--- config.mk ---
export PLATFORM = sky130hd
export DESIGN_NAME = service_desk
export DESIGN_NICKNAME = d
export VERILOG_FILES = /design/src/rtl/service_desk.sv
export SDC_FILE = /design/constraint.sdc
export NUM_CORES = 1
export LEC_CHECK = 0
export ABC_AREA = 1
export BUFFER_PORTS_ARGS = -buffer_cell sky130_fd_sc_hd__buf_4
export CORE_MARGIN = 1.5
export CORE_UTILIZATION = 46
export DETAILED_ROUTE_END_ITERATION = 16
export MAX_ROUTING_LAYER = met4
export PLACE_DENSITY = 0.73
export SLEW_MARGIN = 10
export SYNTH_ARGS = -nofsm -noshare
export SYNTH_HDL_FRONTEND = slang
export SYNTH_SLANG_ARGS = --single-unit
export TNS_END_PERCENT = 10
--- constraint.sdc ---
create_clock -name Clock -period 1.6 [get_ports Clock]
set_clock_uncertainty 0.15 [all_clocks]
set_input_delay 0.32 -clock Clock [delete_from_list [all_inputs] [get_ports Clock]]
set_output_delay 0.32 -clock Clock [all_outputs]
set_load 0.05 [all_outputs]
--- src/rtl/service_desk.sv ---
// Teller-side controller: calls the next waiting ticket, times the call and the
// service, and pulses Done once per ticket so the client queue advances.
module service_desk #(
    parameter int WIDTH        = 8,
    parameter int CALL_TIMEOUT = 16,
    parameter int MIN_SERVICE  = 4
) (
    input  logic             Clock,
    input  logic             Reset,
    input  logic [WIDTH-1:0] Current_Client,
    input  logic [WIDTH-1:0] Total_Clients,
    input  logic             Full,
    input  logic             Arrived,
    input  logic             Finished,
    output logic             Done,
    output logic [WIDTH-1:0] Call_Number,
    output logic             Calling,
    output logic             Serving,
    output logic [WIDTH-1:0] Waiting,
    output logic [WIDTH-1:0] Served_Count,
    output logic [WIDTH-1:0] No_Show_Count
);

    localparam int TMAX = (CALL_TIMEOUT > MIN_SERVICE) ? CALL_TIMEOUT : MIN_SERVICE;
    localparam int TW   = $clog2(TMAX + 1);

    localparam logic [TW-1:0]    CALL_LIMIT = TW'(CALL_TIMEOUT - 1);
    localparam logic [TW-1:0]    FULL_LIMIT = TW'(CALL_TIMEOUT / 2 - 1);
    localparam logic [TW-1:0]    SERVE_MIN  = TW'(MIN_SERVICE - 1);
    localparam logic [TW-1:0]    SERVE_SAT  = TW'(MIN_SERVICE);
    localparam logic [TW-1:0]    TIMER_ONE  = TW'(1);
    localparam logic [WIDTH-1:0] CNT_ONE    = WIDTH'(1);
    localparam logic [WIDTH-1:0] CNT_MAX    = {WIDTH{1'b1}};

    typedef enum logic [2:0] {
        IDLE     = 3'd0,
        CALL     = 3'd1,
        SERVE    = 3'd2,
        RELEASE  = 3'd3,
        WAIT_ACK = 3'd4
    } state_t;

    state_t           state_q,       state_d;
    logic [TW-1:0]    timer_q,       timer_d;
    logic [WIDTH-1:0] call_number_q, call_number_d;
    logic [WIDTH-1:0] waiting_q,     waiting_d;
    logic [WIDTH-1:0] served_q,      served_d;
    logic [WIDTH-1:0] no_show_q,     no_show_d;
    logic             done_q,        done_d;
    logic             calling_q,     calling_d;
    logic             serving_q,     serving_d;

    logic             client_waiting_s;
    logic [TW-1:0]    call_limit_s;

    // Queue status and the no-show limit, which halves while the queue is full
    always_comb begin
        client_waiting_s = (Current_Client != Total_Clients);
        if (Full) begin
            call_limit_s = FULL_LIMIT;
        end else begin
            call_limit_s = CALL_LIMIT;
        end
    end

    // Next-state, timer and counter logic
    always_comb begin
        state_d       = state_q;
        timer_d       = timer_q;
        call_number_d = call_number_q;
        served_d      = served_q;
        no_show_d     = no_show_q;
        waiting_d     = Total_Clients - Current_Client;

        case (state_q)
            IDLE: begin
                if (client_waiting_s) begin
                    state_d       = CALL;
                    call_number_d = Current_Client;
                    timer_d       = {TW{1'b0}};
                end else begin
                    state_d = IDLE;
                end
            end
            CALL: begin
                // Arrival wins over a timeout landing on the same edge
                if (Arrived) begin
                    state_d = SERVE;
                    timer_d = {TW{1'b0}};
                end else if (timer_q == call_limit_s) begin
                    state_d = RELEASE;
                    timer_d = {TW{1'b0}};
                    if (no_show_q != CNT_MAX) begin
                        no_show_d = no_show_q + CNT_ONE;
                    end else begin
                        no_show_d = no_show_q;
                    end
                end else begin
                    timer_d = timer_q + TIMER_ONE;
                end
            end
            SERVE: begin
                if (Finished && (timer_q >= SERVE_MIN)) begin
                    state_d = RELEASE;
                    timer_d = {TW{1'b0}};
                    if (served_q != CNT_MAX) begin
                        served_d = served_q + CNT_ONE;
                    end else begin
                        served_d = served_q;
                    end
                end else if (timer_q < SERVE_SAT) begin
                    timer_d = timer_q + TIMER_ONE;
                end else begin
                    timer_d = timer_q;
                end
            end
            RELEASE: begin
                state_d = WAIT_ACK;
            end
            WAIT_ACK: begin
                // Hold until the queue has moved past the ticket just released
                if (Current_Client != call_number_q) begin
                    state_d = IDLE;
                end else begin
                    state_d = WAIT_ACK;
                end
            end
            default: begin
                state_d = IDLE;
                timer_d = {TW{1'b0}};
            end
        endcase

        done_d    = (state_d == RELEASE);
        calling_d = (state_d == CALL);
        serving_d = (state_d == SERVE);
    end

    // State, counters and registered output decodes
    always_ff @(posedge Clock) begin
        if (Reset) begin
            state_q       <= IDLE;
            timer_q       <= {TW{1'b0}};
            call_number_q <= {WIDTH{1'b0}};
            waiting_q     <= {WIDTH{1'b0}};
            served_q      <= {WIDTH{1'b0}};
            no_show_q     <= {WIDTH{1'b0}};
            done_q        <= 1'b0;
            calling_q     <= 1'b0;
            serving_q     <= 1'b0;
        end else begin
            state_q       <= state_d;
            timer_q       <= timer_d;
            call_number_q <= call_number_d;
            waiting_q     <= waiting_d;
            served_q      <= served_d;
            no_show_q     <= no_show_d;
            done_q        <= done_d;
            calling_q     <= calling_d;
            serving_q     <= serving_d;
        end
    end

    assign Done          = done_q;
    assign Calling       = calling_q;
    assign Serving       = serving_q;
    assign Call_Number   = call_number_q;
    assign Waiting       = waiting_q;
    assign Served_Count  = served_q;
    assign No_Show_Count = no_show_q;

endmodule

==> Implementation_results.wiki <==
{| class="wikitable"
! Metric !! Value
|-
| Outcome || finished, final reports clean
|-
| Crit path required time || 1.63 ns
|-
| Total number of nets in the final design || 457
|-
| Power per cell area || 796 mW/mm2
|-
| Synthesized area || 0.00230 mm2
|-
| Leading post-synthesis cells by instance count || sky130_fd_sc_hd__nand2_1, sky130_fd_sc_hd__dfxtp_1, sky130_fd_sc_hd__inv_1
|-
| Hold Path Depth || 3
|-
| Share of the yosys chip area belonging to registers || 37.5%
|-
| Total detailed-routing wirelength || 5.83 mm
|-
| Post-route minimum period || 1.56 ns
|-
| Critical path start-end classification || reg2reg
|-
| Num Clock Sinks || 43
|-
| Cell breakdown of the critical path || ha_2 -> nor2_1 -> nand3_2 -> nand3_4 -> buf_4 -> nand3_1 -> nand2_1 -> a21oi_1
|-
| Flip-flop and latch count after synthesis || 43
|-
| Number of placement rows || 25
|-
| Worst R2R Start || timer_q[0]$_SDFFE_PP0P_
|-
| GP Congestion || 0.859
|-
| Diode insertion count for antenna repair || 0
|-
| Critical path launch point type || flop
|-
| Number of warnings issued by yosys || 0
|-
| Largest net degree at the start of global routing || 22
|-
| Data arrival time of the critical path || 1.59 ns
|-
| Most frequent cell after synthesis || sky130_fd_sc_hd__nand2_1
|-
| Avg Inst Size Synth || 6.97 um2
|-
| Critical path peak fanout || 3
|-
| Cell taking the most area after synthesis || sky130_fd_sc_hd__dfxtp_1
|-
| HP Start || Current_Client[7]
|-
| Core area || 0.00475 mm2
|-
| Cell class contributing the biggest share of worst-path delay || simple AND/OR/NAND/NOR gates
|-
| Endpoint of the lowest-slack register-to-register path || Done$_SDFF_PP0_
|-
| Clk Latency, worst-skew pair || 0.29 ns
|-
| Worst Hold Path EP || Call_Number[7]$_SDFFE_PP0N_
|-
| Routed vias/inst || 4.94
|-
| Fin crit share || 97.6%
|-
| First-pass GRT wire length || 9.23 mm
|-
| Count of unique library cells instantiated by Yosys || 23
|-
| Antenna Nets Post-Route || 0
|-
| Fraction of synthesized cell area taken by the top area cell type || 37.5%
|-
| Pins Over Slew Limit || 0
|-
| Worst-case clock buffer depth || 2
|-
| Area share of fa/ha/maj cells after synthesis || 6.31%
|-
| Min-Delay Path Class || in2reg
|-
| Final setup TNS || 0 ns
|-
| Total CTS buffers || 5
|-
| Placed Cells incl. Taps || 483
|-
| Root Driver || sky130_fd_sc_hd__clkbuf_8
|-
| Post-synth EDFFs || 0
|-
| R2R Setup Slk || 0.04 ns
|-
| Max-cap violations || 0
|-
| Tightest Pin Transition || 0.296 ns
|-
| Fraction of synthesis flops using an asynchronous set or reset pin || 0%
|-
| Mean routed wirelength per cell || 11.8 um
|-
| Timing startpoint of the critical path || timer_q[0]$_SDFFE_PP0P_
|-
| Ranking of synthesized cells by area || sky130_fd_sc_hd__dfxtp_1, sky130_fd_sc_hd__nand2_1, sky130_fd_sc_hd__a21oi_1
|-
| Die extent in x || 73.7 um
|-
| Height of the die || 73.7 um
|-
| Starting utilization of the core area || 48.3%
|-
| Number of standard cells in the final layout excluding fillers || 493
|-
| Buf/Inv on CP || 1
|-
| I/O pin total || 56
|-
| Highest cell delay on the worst timing path || 0.33 ns
|-
| Number of violations reported at the end of detailed-routing iteration 0 || 137
|-
| Crit path capture type || flop
|-
| Tightest slew margin relative to the limit || 80.3%
|-
| Final hold violation count || 0
|-
| Worst vdd rail ir drop || 0.517 mV
|-
| # setup viols final || 0
|-
| Post-Synth XOR/XNOR Area || 6.48%
|-
| Final core area utilization || 70.5%
|-
| Remaining global-route overflow || 0
|-
| RSZ-0062 raised after global routing || true
|-
| CTS tree || built
|-
| Clock-pin slew of the registers on the worst-case setup and hold paths || 0.08 ns
|-
| Static power due to leakage || 1.58 nW
|-
| Detailed-route via count || 2,435
|-
| Mux share of post-synthesis cell area || 0%
|-
| Number of levels the H-tree was split into || 2
|-
| Placed wire-length estimate || 4.34 mm
|-
| Highest clock frequency the design can meet || 640 MHz
|-
| Number of antenna violations at the first check in global routing || 0
|-
| DRC viols || 0
|-
| Worst hold margin || 0.162 ns
|-
| Number of cells on the worst reg-to-reg path || 8
|-
| Share of final-layout standard cells stronger than drive strength 1 || 35.2%
|-
| Total routing resource utilization after global routing || 22.3%
|-
| Total nets after synthesis || 362
|-
| Post-Synth Simple-Gate Area || 29.5%
|-
| Slowest library cell on the worst path || sky130_fd_sc_hd__dfxtp_2
|-
| Buffers on Ports || 55
|-
| DIE AREA || 0.00543 mm2
|-
| Main combinational cell family by area after synthesis || simple AND/OR/NAND/NOR gates
|-
| Drt first pass iters || 4
|-
| Vias in the first global route || 2,186
|-
| Number of standard cells after synthesis || 330
|-
| Fraction of the mapped netlist area in compound gates || 12.4%
|-
| Flip-flop cell with the highest count after synthesis || sky130_fd_sc_hd__dfxtp_1
|-
| Layout Area Growth over Synthesis || 45.8%
|}
==> cells in the final DEF, fill, tap and decap left out, drive strengths merged, types with 6 or more instances in the layout <==
master	count
nor3	6
dfxtp	43
a21oi	36
buf	90
nor2	33
clkbuf	7
nand2	87
xnor2	6
ha	10
xor2	11
nand3	21
o21ai	14
inv	45
nand4	8
==> tightest hold or removal path, delay by kind of cell <==
family                 cells  cell delay, ns
buffers and inverters      2            0.18
AOI/OAI and AO/OA          1            0.06
==> cell type report <==
type | instances | area [um2]
multi-input combinational | 240 | 1430
clock buffer | 7 | 86.3
inverter | 45 | 169
tap | 67 | 83.8
timing repair buffer | 90 | 692
sequential | 43 | 888
fill | 405 | 1400
clock inverter | 1 | 5.00
==> power by group <==
group / switching, mW / internal (mW)
Combinational: 0.477 / 0.301
Clock: 0.362 / 0.348
Sequential: 0.0475 / 1.13
==> metal layers <==
layer / wire length [um] / track usage, % / up-vias
met3: 240 / 4.53 / 6
met5: 0 / - / -
li1: - / - / 1253
met4: 47 / 7.82 / 0
met1: 2690 / 26.8 / 1115
met2: 2850 / 36.9 / 61
==> registers in the layout (all words and copies together) (netlist names) <==
signal,flops
No_Show_Count,8
timer_q,5
Served_Count,8
Calling,1
Waiting,8
state_q,3
Done,1
Call_Number,8
Serving,1
==> worst max path at each step <==
| stage | slack [ns] | depth (start not counted) | endpoint |
|---|---|---|---|
| after floorplan | -0.05 | 6 | No_Show_Count[6]$_SDFFE_PP0P_ |
| after global placement | -0.23 | 9 | timer_q[0]$_SDFFE_PP0P_ |
| after detailed placement | -0.27 | 9 | timer_q[0]$_SDFFE_PP0P_ |
| after CTS | -0.006 | 9 | No_Show_Count[5]$_SDFFE_PP0P_ |
| after global routing | -0.03 | 8 | No_Show_Count[6]$_SDFFE_PP0P_ |
| final | 0.04 | 8 | Done$_SDFF_PP0_ |
==> kinds of logic after synthesis <==
| logic type | Yosys count |
|---|---|
| DFF | 43 |
| and+or+nand+nor | 156 |
| xor gates and xnor gates | 17 |
| AOI/OAI and AO/OA | 55 |
| buffers and inverters | 48 |
| adders and majority gates | 11 |
==> per-stage QoR <==
step	worst slack [ns]	total power, mW	instance area [um2]
floorplan	-0.0461	1.66	2360
global placement	-0.230	1.93	3120
detailed placement	-0.275	1.95	3120
CTS	-0.00599	2.66	3220
global route	-0.0327	2.80	3350
finish	0.0378	2.67	3350
==> timing repair <==
item | 4_1_cts | 5_1_grt
hold buffers | 0 | 0
setup endpoints to repair | 12 | 28
pin swaps | 2 | 16
resized for setup | 2 | 34
cloned | 0 | 1
buffers inserted | 0 | 1
Note: power is estimated with default switching activity, not from simulation.
